<file path="src/rtl/success_detector.sv">
// Sokoban level-solved detector: scans the map RAM after each move.
// Optional `SUCCESS_LATCH_EN keeps success high until rst or level_clear.
module success_detector #(
    parameter int NUM_CELLS = 64,
    parameter int ADDR_W    = 6,
    parameter int CELL_W    = 3
) (
    input  logic              clk,
    input  logic              rst,
    input  logic              scan_start,
    input  logic              level_clear,
    output logic [ADDR_W-1:0] mem_addr,
    output logic              mem_rd_en,
    input  logic [CELL_W-1:0] mem_data,
    output logic              success,
    output logic [ADDR_W:0]   loose_boxes,
    output logic              scan_busy,
    output logic              scan_done
);

    localparam logic [1:0] IDLE   = 2'd0;
    localparam logic [1:0] ISSUE  = 2'd1;
    localparam logic [1:0] DRAIN  = 2'd2;
    localparam logic [1:0] FINISH = 2'd3;

    localparam logic [CELL_W-1:0] CODE_BOX    = CELL_W'(2);
    localparam logic [CELL_W-1:0] CODE_PLACED = CELL_W'(4);
    localparam logic [ADDR_W-1:0] LAST_ADDR   = ADDR_W'(NUM_CELLS - 1);
    localparam logic [ADDR_W:0]   ONE         = (ADDR_W + 1)'(1);

    logic [1:0]        state_q, state_d;
    logic [ADDR_W-1:0] addr_q, addr_d;
    logic              rd_en_q, rd_en_d;
    logic              rd_vld_q, rd_vld_d;
    logic              pend_q, pend_d;
    logic              busy_q, busy_d;
    logic              done_q, done_d;
    logic              succ_q, succ_d;
    logic [ADDR_W:0]   lout_q, lout_d;
    logic [ADDR_W:0]   loose_q, loose_d;
    logic [ADDR_W:0]   placed_q, placed_d;
    logic              solved;

    assign solved = (loose_q == '0) && (placed_q != '0);

    // Next-state: scan sequencing, accumulation and result update
    always_comb begin
        state_d  = state_q;
        addr_d   = addr_q;
        rd_en_d  = rd_en_q;
        rd_vld_d = rd_en_q;
        pend_d   = pend_q;
        busy_d   = busy_q;
        done_d   = 1'b0;
        succ_d   = succ_q;
        lout_d   = lout_q;
        loose_d  = loose_q;
        placed_d = placed_q;

        if (rd_vld_q) begin
            if (mem_data == CODE_BOX)    loose_d  = loose_q + ONE;
            if (mem_data == CODE_PLACED) placed_d = placed_q + ONE;
        end

        case (state_q)
            IDLE: begin
                if (scan_start) begin
                    state_d  = ISSUE;
                    addr_d   = '0;
                    rd_en_d  = 1'b1;
                    busy_d   = 1'b1;
                    loose_d  = '0;
                    placed_d = '0;
                end
            end
            ISSUE: begin
                if (scan_start) pend_d = 1'b1;
                if (addr_q == LAST_ADDR) begin
                    state_d = DRAIN;
                    rd_en_d = 1'b0;
                end else begin
                    addr_d = addr_q + 1'b1;
                end
            end
            DRAIN: begin
                if (scan_start) pend_d = 1'b1;
                state_d = FINISH;
            end
            FINISH: begin
                done_d = 1'b1;
                lout_d = loose_q;
`ifdef SUCCESS_LATCH_EN
                succ_d = succ_q | solved;
`else
                succ_d = solved;
`endif
                // a request arriving now still earns one more scan
                if (pend_q || scan_start) begin
                    state_d  = ISSUE;
                    pend_d   = 1'b0;
                    addr_d   = '0;
                    rd_en_d  = 1'b1;
                    loose_d  = '0;
                    placed_d = '0;
                end else begin
                    state_d = IDLE;
                    busy_d  = 1'b0;
                end
            end
            default: state_d = IDLE;
        endcase

        if (level_clear) begin
            state_d  = IDLE;
            addr_d   = '0;
            rd_en_d  = 1'b0;
            rd_vld_d = 1'b0;
            pend_d   = 1'b0;
            busy_d   = 1'b0;
            done_d   = 1'b0;
            succ_d   = 1'b0;
            lout_d   = '0;
        end
    end

    // State registers with asynchronous reset
    always_ff @(posedge clk or posedge rst) begin
        if (rst) begin
            state_q  <= IDLE;
            addr_q   <= '0;
            rd_en_q  <= 1'b0;
            rd_vld_q <= 1'b0;
            pend_q   <= 1'b0;
            busy_q   <= 1'b0;
            done_q   <= 1'b0;
            succ_q   <= 1'b0;
            lout_q   <= '0;
            loose_q  <= '0;
            placed_q <= '0;
        end else begin
            state_q  <= state_d;
            addr_q   <= addr_d;
            rd_en_q  <= rd_en_d;
            rd_vld_q <= rd_vld_d;
            pend_q   <= pend_d;
            busy_q   <= busy_d;
            done_q   <= done_d;
            succ_q   <= succ_d;
            lout_q   <= lout_d;
            loose_q  <= loose_d;
            placed_q <= placed_d;
        end
    end

    assign mem_addr    = addr_q;
    assign mem_rd_en   = rd_en_q;
    assign success     = succ_q;
    assign loose_boxes = lout_q;
    assign scan_busy   = busy_q;
    assign scan_done   = done_q;

endmodule
</file>
<file path="config.mk">
export PLATFORM = sky130hd
export DESIGN_NAME = success_detector
export DESIGN_NICKNAME = d
export VERILOG_FILES = /design/src/rtl/success_detector.sv
export SDC_FILE = /design/constraint.sdc
export NUM_CORES = 1
export LEC_CHECK = 0
export ABC_AREA = 1
export CAP_MARGIN = 25
export CORE_MARGIN = 8
export CORE_UTILIZATION = 35
export CTS_BUF_LIST = sky130_fd_sc_hd__clkbuf_4
export DETAILED_ROUTE_END_ITERATION = 12
export MAX_ROUTING_LAYER = met4
export SYNTH_ARGS = -nofsm -noshare
export SYNTH_HDL_FRONTEND = slang
export SYNTH_SLANG_ARGS = --single-unit
</file>
<file path="constraint.sdc">
create_clock -name clk -period 1.5 [get_ports clk]
set_input_delay 0.3 -clock clk [delete_from_list [all_inputs] [get_ports clk]]
set_output_delay 0.3 -clock clk [all_outputs]
set_load 0.05 [all_outputs]
</file>
==> flow_metrics.tcl <==
set metrics [dict create \
    ys_ff_latch 35 \
    numCtsBuffers 5 \
    gp_congestion 0.8583 \
    crit_required_ns 1.80 \
    clock_latency_ns 0.36 \
    setup_tns_ns 0 \
    overflow 0 \
    place_hpwl_microns 3102 \
    clk_pin_slew_ns 0.12 \
    rr_worst_depth 9 \
    grt_usage 0.1131 \
    drtIter0Drc 76 \
    yosys_warnings 0 \
    status "completed" \
    core_sq_um 5473 \
    seq_power_share 0.314 \
    dieArea_sq_um 8279 \
    vias_per_cell 4.680 \
    clkPwrFrac 0.248 \
    start_util 0.3596 \
    cp_max_fo 6 \
    antenna_left 0 \
    drt_first_pass_iters 4 \
    wl_per_cell_microns 11.83 \
    clock.fmax_mhz 707.2 \
    power.switching_mw 1.324 \
    async_flop_share 1.000 \
    rows 27 \
    syn-mean-instance-area_sq_um 7.841 \
    endpoint_kind "flop" \
    final_cell_area_sq_um 2771 \
    synth_ff_type "dfrtp_1" \
    start_kind "flop" \
    yosys.area.top_type "dfrtp_1" \
    setup_viol 0 \
    area_delta_synth_final_pct 40.81 \
    synth_edf_count 0 \
    path_cells "inv_2, ha_4, inv_4, nor2_2, nand2_2, nand3_4, nor2_4, nand2_1, nand2_1" \
    drive_gt1_frac 0.2626 \
    grt_pass1_vias 1642 \
    synth_most_common_cell "nand2_1" \
    path_common_cell "nand2_1" \
    ys_top_cells_by_count "62 x nand2_1, 37 x inv_1, 35 x dfrtp_1" \
    placed_area_sq_um 2580 \
    yosysSeqAreaShare 0.4450 \
    cellLeakagePower_nw 1.345 \
    clock_skew_ns 0.01251 \
    antenna_cells 0 \
    syn-num-nets 267 \
    power_frac_comb 0.438 \
    power_density_nw_per_um2 1306 \
    synth_cell_type_count 27 \
    worstMarginPinSlew_ns 0.3390 \
    max_cap_violations 0 \
    timing.final.crit_share 0.9427 \
    vias 1727 \
    hold_class "in2async" \
    finish.utilization 0.5064 \
    p_sw_frac 0.3656 \
    max_stage_delay_ns 0.41 \
    route.detailed.drc 0 \
    grt_pass1_wl_microns 7493 \
    min_period_ns 1.414 \
    critPathKind "reg2reg" \
    cts.sinks 35 \
    hold_viol 0 \
    critPathArrivalTime_ns 1.71 \
    grt_max_degree 36 \
    holdBufCountCts 0 \
    die_x_microns 90.99 \
    io_pins 24 \
    cts-root-buf "clkbuf_4" \
    synth_top_area_share 0.4450 \
    antenna_found_initial 0 \
    vdd.ir_drop.worst_uv 965.6 \
    clk_path_buf_depth 2 \
    synthTopCellsByArea "dfrtp_1 45%, nand2_1 12%, inv_1 7.1%" \
    cts_max_level 2 \
    holdWs_ns 0.2750 \
    cts_tree "done" \
    port_buffers 23 \
    wl_microns 4365 \
    p_int_mw 2.297 \
    syn_area_sq_um 1968 \
    nets 312 \
    slew_viol_final 0 \
    syn_inst 251 \
    rsz0062_at_grt "yes" \
    max-slew-margin-rel 0.7740 \
    die_h_microns 90.99 \
    slowest_stage "dfrtp_1" \
]
## kinds of logic (layout without fill, tap and decap cells)
group / Yosys count / in the layout / synth area share
compound gates: 31 / 31 / 0.08392
flops: 35 / 35 / 0.4450
fa+ha+maj: 9 / 9 / 0.05722
buf+inv: 43 / 89 / 0.09027
simple gates: 133 / 133 / 0.3236
## cell type report
cell class	instances	area [sq um]
Clock buffer	6	45.04
Clock inverter	2	60.06
Fill cell	536	2701
Inverter	41	161.4
Multi-Input combinational cell	173	979.7
Sequential cell	35	878.3
Tap cell	72	90.09
Timing Repair Buffer	40	556.8
## routing by layer
layer  up-vias  share of wire  wire, microns  GRT usage
met5         -              0              0          -
met4         0          0.018             78    0.05321
met3         7          0.035            151    0.02963
met2        27           0.46           2002     0.1638
met1       807           0.49           2132     0.1435
li1        886              -              -          -
## through the flow
step	instances	setup WS (ns)	power, mW
finish	369	0.08590	3.621
floorplan	251	0.04832	1.963
global placement	359	-0.09847	2.538
detailed placement	359	-0.1320	2.546
CTS	367	0.02423	3.474
global route	369	-0.01864	3.823
## registers in the layout, indices dropped and copies added (netlist names)
name         cells
state_q          2
pend_q           1
rd_vld_q         1
scan_done        1
mem_addr         6
placed_q         7
mem_rd_en        1
scan_busy        1
success          1
loose_q          7
loose_boxes      7
## worst max-delay path: cells and delay by family, from the launching register on
kind / cells / cell delay [ns]
and+or+nand+nor: 6 / 0.55
buffers and inverters: 2 / 0.18
DFF: 1 / 0.41
adders and majority gates: 1 / 0.22
## power by group through the flow
stage	Clock [mW]	Sequential, mW	Combinational (mW)
3_5_place_dp	0	1.15	1.40
4_1_cts	0.918	1.13	1.42
6_report	0.899	1.14	1.58
3_3_place_gp	0	1.15	1.39
5_1_grt	0.943	1.15	1.73
2_1_floorplan	0	1.30	0.664
## final timing paths
path | slack, ns | from | to
setup / recovery | 0.09 | state_q[1]$_DFFE_PP0P_ | mem_addr[2]$_DFFE_PP0P_
hold / removal | 0.28 | rst | placed_q[1]$_DFF_PP0_
setup reg to reg | 0.09 | state_q[1]$_DFFE_PP0P_ | mem_addr[2]$_DFFE_PP0P_
hold reg to reg | 0.53 | pend_q$_DFFE_PP0P_ | pend_q$_DFFE_PP0P_
max in group asynchronous | 1.02 | rst | state_q[1]$_DFFE_PP0P_
min in group clk | 0.53 | pend_q$_DFFE_PP0P_ | pend_q$_DFFE_PP0P_
## placed cells by master (no fill, tap or decap), types with 4 or more instances in the layout
cell type        count
nand4_1              7
nand3_1             11
inv_1               33
o21ai_1              5
inv_2                6
nand2_1             61
ha_1                 6
a21oi_1              9
buf_4               14
nor3_1               4
clkbuf_4             6
nor2_1              26
clkdlybuf4s50_1      6
dfrtp_1             33
nor2_2               8
o21ai_0             12
nand2_2              4
buf_12              19
## timing repair
action	4_1_cts	5_1_grt
buffers inserted	0	2
setup endpoints to repair	5	11
pin swaps	0	2
gates resized for setup	4	14
(Power assumes the default switching activity.)
